File: config.mk
export PLATFORM = sky130hd
export DESIGN_NAME = otter_mem_arbiter
export DESIGN_NICKNAME = d
export VERILOG_FILES = /design/src/rtl/otter_pkg.sv /design/src/rtl/otter_sat_counter.sv /design/src/rtl/otter_mem_arbiter.sv
export SDC_FILE = /design/constraint.sdc
export NUM_CORES = 1
export LEC_CHECK = 0
export CORE_AREA = 2 2 106 108
export DETAILED_ROUTE_END_ITERATION = 10
export DIE_AREA = 0 0 108 110
export SKIP_CTS_REPAIR_TIMING = 1
export SYNTH_ARGS = -nofsm -noshare
export SYNTH_HDL_FRONTEND = slang
export SYNTH_SLANG_ARGS = --single-unit
File: constraint.sdc
create_clock -name CLK -period 4.3 [get_ports CLK]
set_clock_uncertainty 0.2 [all_clocks]
set_input_delay 1.29 -clock CLK [delete_from_list [all_inputs] [get_ports CLK]]
set_output_delay 1.29 -clock CLK [all_outputs]
set_load 0.02 [all_outputs]
File: src/rtl/otter_pkg.sv
// -----------------------------------------------------------------------------
// otter_pkg
// Shared definitions for the OTTER memory arbiter slice.
//   owner_t            : which requester owns the access in flight
//   STARVE_MAX_DEFAULT : denied fetch cycles before fetch wins priority
//   FETCH_SIZE/SIGN    : access shape driven to memory for instruction fetches
// -----------------------------------------------------------------------------
package otter_pkg;

   typedef enum logic [1:0] {
      OWNER_NONE = 2'd0,
      OWNER_IF   = 2'd1,
      OWNER_DATA = 2'd2
   } owner_t;

   localparam int STARVE_MAX_DEFAULT = 4;

   // Instruction fetches are always full, unsigned words.
   localparam logic [1:0] FETCH_SIZE = 2'b10;
   localparam logic       FETCH_SIGN = 1'b0;

endpackage

File: src/rtl/otter_sat_counter.sv
// -----------------------------------------------------------------------------
// otter_sat_counter
// Saturating up-counter with synchronous clear.
//   CLK      in   clock
//   RESET    in   synchronous active-high reset, clears the count
//   i_inc    in   increment request (ignored once the count reaches MAX)
//   i_clr    in   clear request, wins over i_inc
//   o_count  out  current count, 0..MAX
// -----------------------------------------------------------------------------
module otter_sat_counter #(
   parameter int MAX = 4,
   parameter int W   = $clog2(MAX + 1)
) (
   input  logic         CLK,
   input  logic         RESET,
   input  logic         i_inc,
   input  logic         i_clr,
   output logic [W-1:0] o_count
);

   localparam logic [W-1:0] MAX_V = W'(MAX);

   logic [W-1:0] r_count;

   always_ff @(posedge CLK) begin
      if (RESET || i_clr)
         r_count <= '0;
      else if (i_inc && (r_count != MAX_V))
         r_count <= r_count + 1'b1;
   end

   assign o_count = r_count;

endmodule

File: src/rtl/otter_mem_arbiter.sv
// -----------------------------------------------------------------------------
// otter_mem_arbiter
// Shares one single-port memory between the fetch stage and the MEM stage.
// Data normally wins; a fetch denied STARVE_MAX cycles in a row wins the next
// cycle it asks. Grants are combinational, responses come back one cycle later.
//   CLK, RESET                          clock, synchronous active-high reset
//   i_if_req/i_if_addr/i_if_flush       fetch request, PC, discard response
//   o_if_gnt/o_if_valid/o_if_rdata      fetch grant, response valid, data
//   i_d_req/i_d_we/i_d_addr/i_d_wdata   data request, store flag, addr, data
//   i_d_size/i_d_sign                   access width, load sign-extend
//   o_d_gnt/o_d_valid/o_d_rdata         data grant, load data / store ack
//   o_mem_re/we/addr/din/size/sign      memory request (zero when idle)
//   i_mem_dout                          memory read data, one cycle after re
//   o_stall_if/o_stall_mem              requester denied this cycle
// -----------------------------------------------------------------------------
module otter_mem_arbiter
   import otter_pkg::*;
#(
   parameter int STARVE_MAX = STARVE_MAX_DEFAULT
) (
   input  logic        CLK,
   input  logic        RESET,
   input  logic        i_if_req,
   input  logic [31:0] i_if_addr,
   input  logic        i_if_flush,
   output logic        o_if_gnt,
   output logic        o_if_valid,
   output logic [31:0] o_if_rdata,
   input  logic        i_d_req,
   input  logic        i_d_we,
   input  logic [31:0] i_d_addr,
   input  logic [31:0] i_d_wdata,
   input  logic [1:0]  i_d_size,
   input  logic        i_d_sign,
   output logic        o_d_gnt,
   output logic        o_d_valid,
   output logic [31:0] o_d_rdata,
   output logic        o_mem_re,
   output logic        o_mem_we,
   output logic [31:0] o_mem_addr,
   output logic [31:0] o_mem_din,
   output logic [1:0]  o_mem_size,
   output logic        o_mem_sign,
   input  logic [31:0] i_mem_dout,
   output logic        o_stall_if,
   output logic        o_stall_mem
);

   localparam int CW = $clog2(STARVE_MAX + 1);
   localparam logic [CW-1:0] STARVE_V = CW'(STARVE_MAX);

   owner_t        r_owner;
   logic [CW-1:0] w_starve_cnt;
   logic          w_starved;
   logic          w_if_gnt;
   logic          w_d_gnt;
   logic          w_if_valid;
   logic          w_d_valid;

   // Counts consecutive cycles the fetch stage asked and was refused.
   otter_sat_counter #(
      .MAX (STARVE_MAX),
      .W   (CW)
   ) u_starve_cnt (
      .CLK     (CLK),
      .RESET   (RESET),
      .i_inc   (i_if_req && !w_if_gnt),
      .i_clr   (w_if_gnt || !i_if_req),
      .o_count (w_starve_cnt)
   );

   assign w_starved = (w_starve_cnt == STARVE_V);

   // The two grants are complementary by construction: fetch only wins when
   // data is absent or fetch is starved, and data yields in exactly that case.
   assign w_if_gnt = !RESET && i_if_req && (!i_d_req || w_starved);
   assign w_d_gnt  = !RESET && i_d_req  && !(w_starved && i_if_req);

   always_comb begin
      o_mem_re   = 1'b0;
      o_mem_we   = 1'b0;
      o_mem_addr = '0;
      o_mem_din  = '0;
      o_mem_size = '0;
      o_mem_sign = 1'b0;
      if (w_if_gnt) begin
         o_mem_re   = 1'b1;
         o_mem_addr = i_if_addr;
         o_mem_size = FETCH_SIZE;
         o_mem_sign = FETCH_SIGN;
      end else if (w_d_gnt) begin
         o_mem_re   = !i_d_we;
         o_mem_we   = i_d_we;
         o_mem_addr = i_d_addr;
         o_mem_din  = i_d_wdata;
         o_mem_size = i_d_size;
         o_mem_sign = i_d_sign;
      end
   end

   // Owner of the access whose response returns next cycle.
   always_ff @(posedge CLK) begin
      if (RESET)
         r_owner <= OWNER_NONE;
      else if (w_if_gnt)
         r_owner <= OWNER_IF;
      else if (w_d_gnt)
         r_owner <= OWNER_DATA;
      else
         r_owner <= OWNER_NONE;
   end

   // A flush only kills the fetch response returning now; a fetch granted in
   // the same cycle is recorded in r_owner and returns normally.
   assign w_if_valid = !RESET && (r_owner == OWNER_IF) && !i_if_flush;
   assign w_d_valid  = !RESET && (r_owner == OWNER_DATA);

   assign o_if_gnt    = w_if_gnt;
   assign o_d_gnt     = w_d_gnt;
   assign o_if_valid  = w_if_valid;
   assign o_d_valid   = w_d_valid;
   assign o_if_rdata  = w_if_valid ? i_mem_dout : 32'd0;
   assign o_d_rdata   = w_d_valid  ? i_mem_dout : 32'd0;
   assign o_stall_if  = !RESET && i_if_req && !w_if_gnt;
   assign o_stall_mem = !RESET && i_d_req  && !w_d_gnt;

endmodule

Yosys cells after proc, flatten, opt, wreduce, memory -nomap -nowiden --
Index checks and enable logic that the tools add are counted.
Storage, ports and cells: output and inout port bits 139, bits in registers 5, input port bits 137, word-level logic and storage cells 48
Operators by class: multiplexer cells 16, add/sub/neg operators 1, reductions and logical operators 24, equality and inequality tests 4
Operator list (number):
- $mux W32 | 6
- $logic_and A1 B1 Y1 | 12
- $logic_not A1 Y1 | 8
- $mux W1 | 7
- $mux W2 | 3
- $add A3 B1 Y3 const B | 1
- $eq A3 B3 Y1 const B | 1
- $logic_or A1 B1 Y1 | 3
- $ne A3 B3 Y1 const B | 1
- $eq A2 B1 Y1 const B | 1
- $eq A2 B2 Y1 const B | 1
- $reduce_or A2 Y1 | 1

Longest topological paths before layout --
depth after elaboration 6, mapped depth 6, depth with buffers taken out 6

By module --
A second synthesis with hierarchy kept.
Second synthesis, totals: cells, all modules 184, area total of the unflattened synthesis 1361.3 µm²
By module, submodules not included:
- otter_mem_arbiter | instances 1, area each 1172.4 µm², cells each 167, sequential area each 40.0 µm²
- otter_sat_counter | instances 1, area each 188.9 µm², cells each 17, sequential area each 60.1 µm²

Least setup slack after synthesis --
Ideal clock, no wire load.
path kind input -> output, start input RESET, end output o_d_rdata[22], required time 2810 ps, setup slack 610 ps, cell stages on the path 3, data arrival time 2200 ps, cell sequence nor3b_2 > clkbuf_1 > and2_1
On the way: longest elaborated chain between the ends 3
RTL lines:
- start, declared | line otter_mem_arbiter.sv:22 | input logic RESET,
- $logic_not A1 Y1 | line otter_mem_arbiter.sv:116 | assign w_d_valid = !RESET && (r_owner == OWNER_DATA);
- $logic_and A1 B1 Y1 | line otter_mem_arbiter.sv:116
- via o_d_valid | line otter_mem_arbiter.sv:36 | output logic o_d_valid,
- $mux W32 | line otter_mem_arbiter.sv:123 | assign o_d_rdata = w_d_valid ? i_mem_dout : 32'd0;
- end, declared | line otter_mem_arbiter.sv:37 | output logic [31:0] o_d_rdata,
The timed path passes the listed nets, and every way through them passes these cells.

Worst setup path after layout --
start input i_if_flush, end output o_if_rdata[20]
On the way: longest elaborated chain between the ends 3
RTL lines:
- start, declared | line otter_mem_arbiter.sv:25 | input logic i_if_flush,
- $logic_not A1 Y1 | line otter_mem_arbiter.sv:115 | assign w_if_valid = !RESET && (r_owner == OWNER_IF) && !i_if_flush;
- $logic_and A1 B1 Y1 | line otter_mem_arbiter.sv:115
- $mux W32 | line otter_mem_arbiter.sv:122 | assign o_if_rdata = w_if_valid ? i_mem_dout : 32'd0;
- end, declared | line otter_mem_arbiter.sv:28 | output logic [31:0] o_if_rdata,
Every way passes these cells.

==> flow_metrics.env <==
export IMPL_yosys_warnings=0
export IMPL_synth_avg_cell_area_um2=7.416
export IMPL_start_util_pct=12.34
export IMPL_reg2reg_slack_ns=2.84
export IMPL_grt_usage_pct=12.29
export IMPL_mostFrequentLayoutCell="clkdlybuf4s50_1"
export IMPL_n_fill_cell=1029
export IMPL_min_path_type="reg -> reg"
export IMPL_synth_nets=317
export IMPL_grt_max_degree=54
export IMPL_via_per_inst=3.879
export IMPL_drtIter0Drc=71
export IMPL_root_buffer="clkbuf_8"
export IMPL_grt_pass1_vias=2282
export IMPL_max_stage_delay_ns=0.44
export IMPL_num_io_pins=276
export IMPL_cp_arrival_ns=2.71
export IMPL_antenna_found_initial=0
export IMPL_cp_start_kind="primary input"
export IMPL_synth_cells=178
export IMPL_drtPass1Iterations=4
export IMPL_instances_no_fill=597
export IMPL_path_class="in -> out"
export IMPL_wl_per_cell_um=14.47
export IMPL_min_period_over_period_pct=97.64
export IMPL_setup_viol=0
export IMPL_worst_path_buf_inv=4
export IMPL_grt_overflow=0
export IMPL_routed_via_count=2316
export IMPL_portBuffers=275
export IMPL_p_leak_nw=3.893
export IMPL_crit_required_ns=2.81
export IMPL_seq_area_frac_synth_pct=7.583
export IMPL_antenna_cells=0
export IMPL_critPathSlowestCell="clkdlybuf4s50_1"
export IMPL_place_ws_ns=-0.4465
export IMPL_synth_cell_type_count=23
export IMPL_netlist_area_um2=1320
export IMPL_wirelength_mm=8.640
export IMPL_clock_latency_ns=0.22
export IMPL_worst_pin_slew_ns=0.2752
export IMPL_die_x_um=108
export IMPL_cts_sinks=5
export IMPL_cp_max_fo=4
export IMPL_holdWs_ns=0.2449
export IMPL_status="complete, no violations"
export IMPL_layout_drive_gt1_share_pct=7.002
export IMPL_gp_congestion=0.8792
export IMPL_layout_setup_ws_ns=0.1013
export IMPL_endpoint_kind="output pin"
export IMPL_ir_drop_mv=0.07410
export IMPL_max_slew_margin_pct=81.62
export IMPL_placementRows=38
export IMPL_setup_tns_final_ns=0
export IMPL_cts_tree="built"
export IMPL_period_needed_ns=4.199
export IMPL_cts_max_path_buffers=2
export IMPL_final_cell_mix="clkdlybuf4s50_1, dlymetal6s2s_1, and2_1, a22o_1, buf_4"
export IMPL_cap_violations=0
export IMPL_areaGrowthSynthToFinish_pct=254.9
export IMPL_cp_top_family="buffers and inverters"
export IMPL_grt_pass1_wl_mm=11.63
export IMPL_powerDensity_nw_per_um2=101.2
export IMPL_synth_seq_cells=5
export IMPL_coreArea_um2=10700
export IMPL_drc_errors=0
export IMPL_cp_cell_sequence="clkdlybuf4s50_1 > nor4b_4 > buf_4 > clkdlybuf4s15_2 > and2_1 > clkbuf_2"
export IMPL_drv_slew=0
export IMPL_dp_hpwl_mm=7.086
export IMPL_utilization_pct=43.79
export IMPL_fmax_mhz=238.2
export IMPL_die_h_um=110
export IMPL_postRouteAntennaNets=0
export IMPL_die_area_um2=11880
export IMPL_numCtsBuffers=3
export IMPL_nets=597
export IMPL_hold_viol=0
export IMPL_dp_cells=588
export IMPL_htree_levels=1
export IMPL_grt_setup_unrepaired="no"
export IMPL_clk_pin_slew_ns=0.03
report_power, final:
part	switching [mW]	total (mW)	leakage (nW)	internal [mW]
registers	0.00124	0.0493	0.0409	0.0481
clock network	0.0211	0.0846	0.0228	0.0635
logic	0.130	0.340	3.83	0.210
cells by family (layout without fill, tap and decap cells):
kind of cell | Yosys count | count (layout) | share of synthesized area, %
buffers and inverters | 20 | 299 | 9.383
AO/OA/AOI/OAI | 38 | 38 | 26.07
flip-flops | 5 | 5 | 7.583
AND/OR/NAND/NOR | 112 | 112 | 54.41
adder cells (fa/ha/maj) | 2 | 2 | 1.895
XOR/XNOR | 1 | 1 | 0.6636
through the flow:
step / area, µm² / total power, mW
floorplan: 1320 / 0.1674
global placement: 4242 / 0.3925
detailed placement: 4242 / 0.3941
CTS: 4287 / 0.4827
global route: 4684 / 0.5030
finish: 4684 / 0.4739
sequential cells by signal, summed over array words and instances (netlist names):
register              cells
u_starve_cnt.o_count      3
r_owner                   2
synth_stat cells:
cell type / count / area [µm²]
and2_1: 100 / 625.6
a22o_1: 32 / 280.3
clkbuf_1: 7 / 26.28
buf_6: 6 / 67.56
dfxtp_1: 5 / 100.1
inv_1: 4 / 15.01
buf_2: 3 / 15.01
nor2_1: 3 / 11.26
ha_1: 2 / 25.02
nand2_1: 2 / 7.510
nand2b_1: 2 / 12.51
a21oi_1: 1 / 5.000
a21oi_4: 1 / 16.27
a31oi_1: 1 / 6.260
a31oi_4: 1 / 21.27
nand2b_4: 1 / 13.76
nand3_1: 1 / 5.000
nor2b_1: 1 / 6.260
nor3b_2: 1 / 12.51
nor4b_4: 1 / 23.77
o211ai_1: 1 / 7.510
o21bai_1: 1 / 7.510
xnor2_1: 1 / 8.760
final timing paths:
check,cells past startpoint,end,start
worst max register to register,6,u_starve_cnt.o_count[1]$_SDFFE_PP0P_,u_starve_cnt.o_count[0]$_SDFFE_PP0P_
worst min-delay path,1,u_starve_cnt.o_count[0]$_SDFFE_PP0P_,u_starve_cnt.o_count[0]$_SDFFE_PP0P_
worst min register to register,1,u_starve_cnt.o_count[0]$_SDFFE_PP0P_,u_starve_cnt.o_count[0]$_SDFFE_PP0P_
worst max-delay path,6,o_if_rdata[20],i_if_flush
final cells by class:
| cell class | instances | area (µm²) | share of cell area [%] |
|---|---|---|---|
| Timing Repair Buffer | 291 | 3238 | 69.12 |
| Multi-Input combinational cell | 153 | 1111 | 23.72 |
| Tap cell | 140 | 175.2 | 3.739 |
| Sequential cell | 5 | 100.1 | 2.137 |
| Clock buffer | 4 | 45.04 | 0.9615 |
| Inverter | 4 | 15.01 | 0.3205 |
per-layer routing:
layer	wire length [µm]	track usage, %
met1	3135	12.62
met2	4582	24.03
met3	842	4.762
met4	79	1.740
met5	0	0
Note: power is estimated with default switching activity, not from simulation.
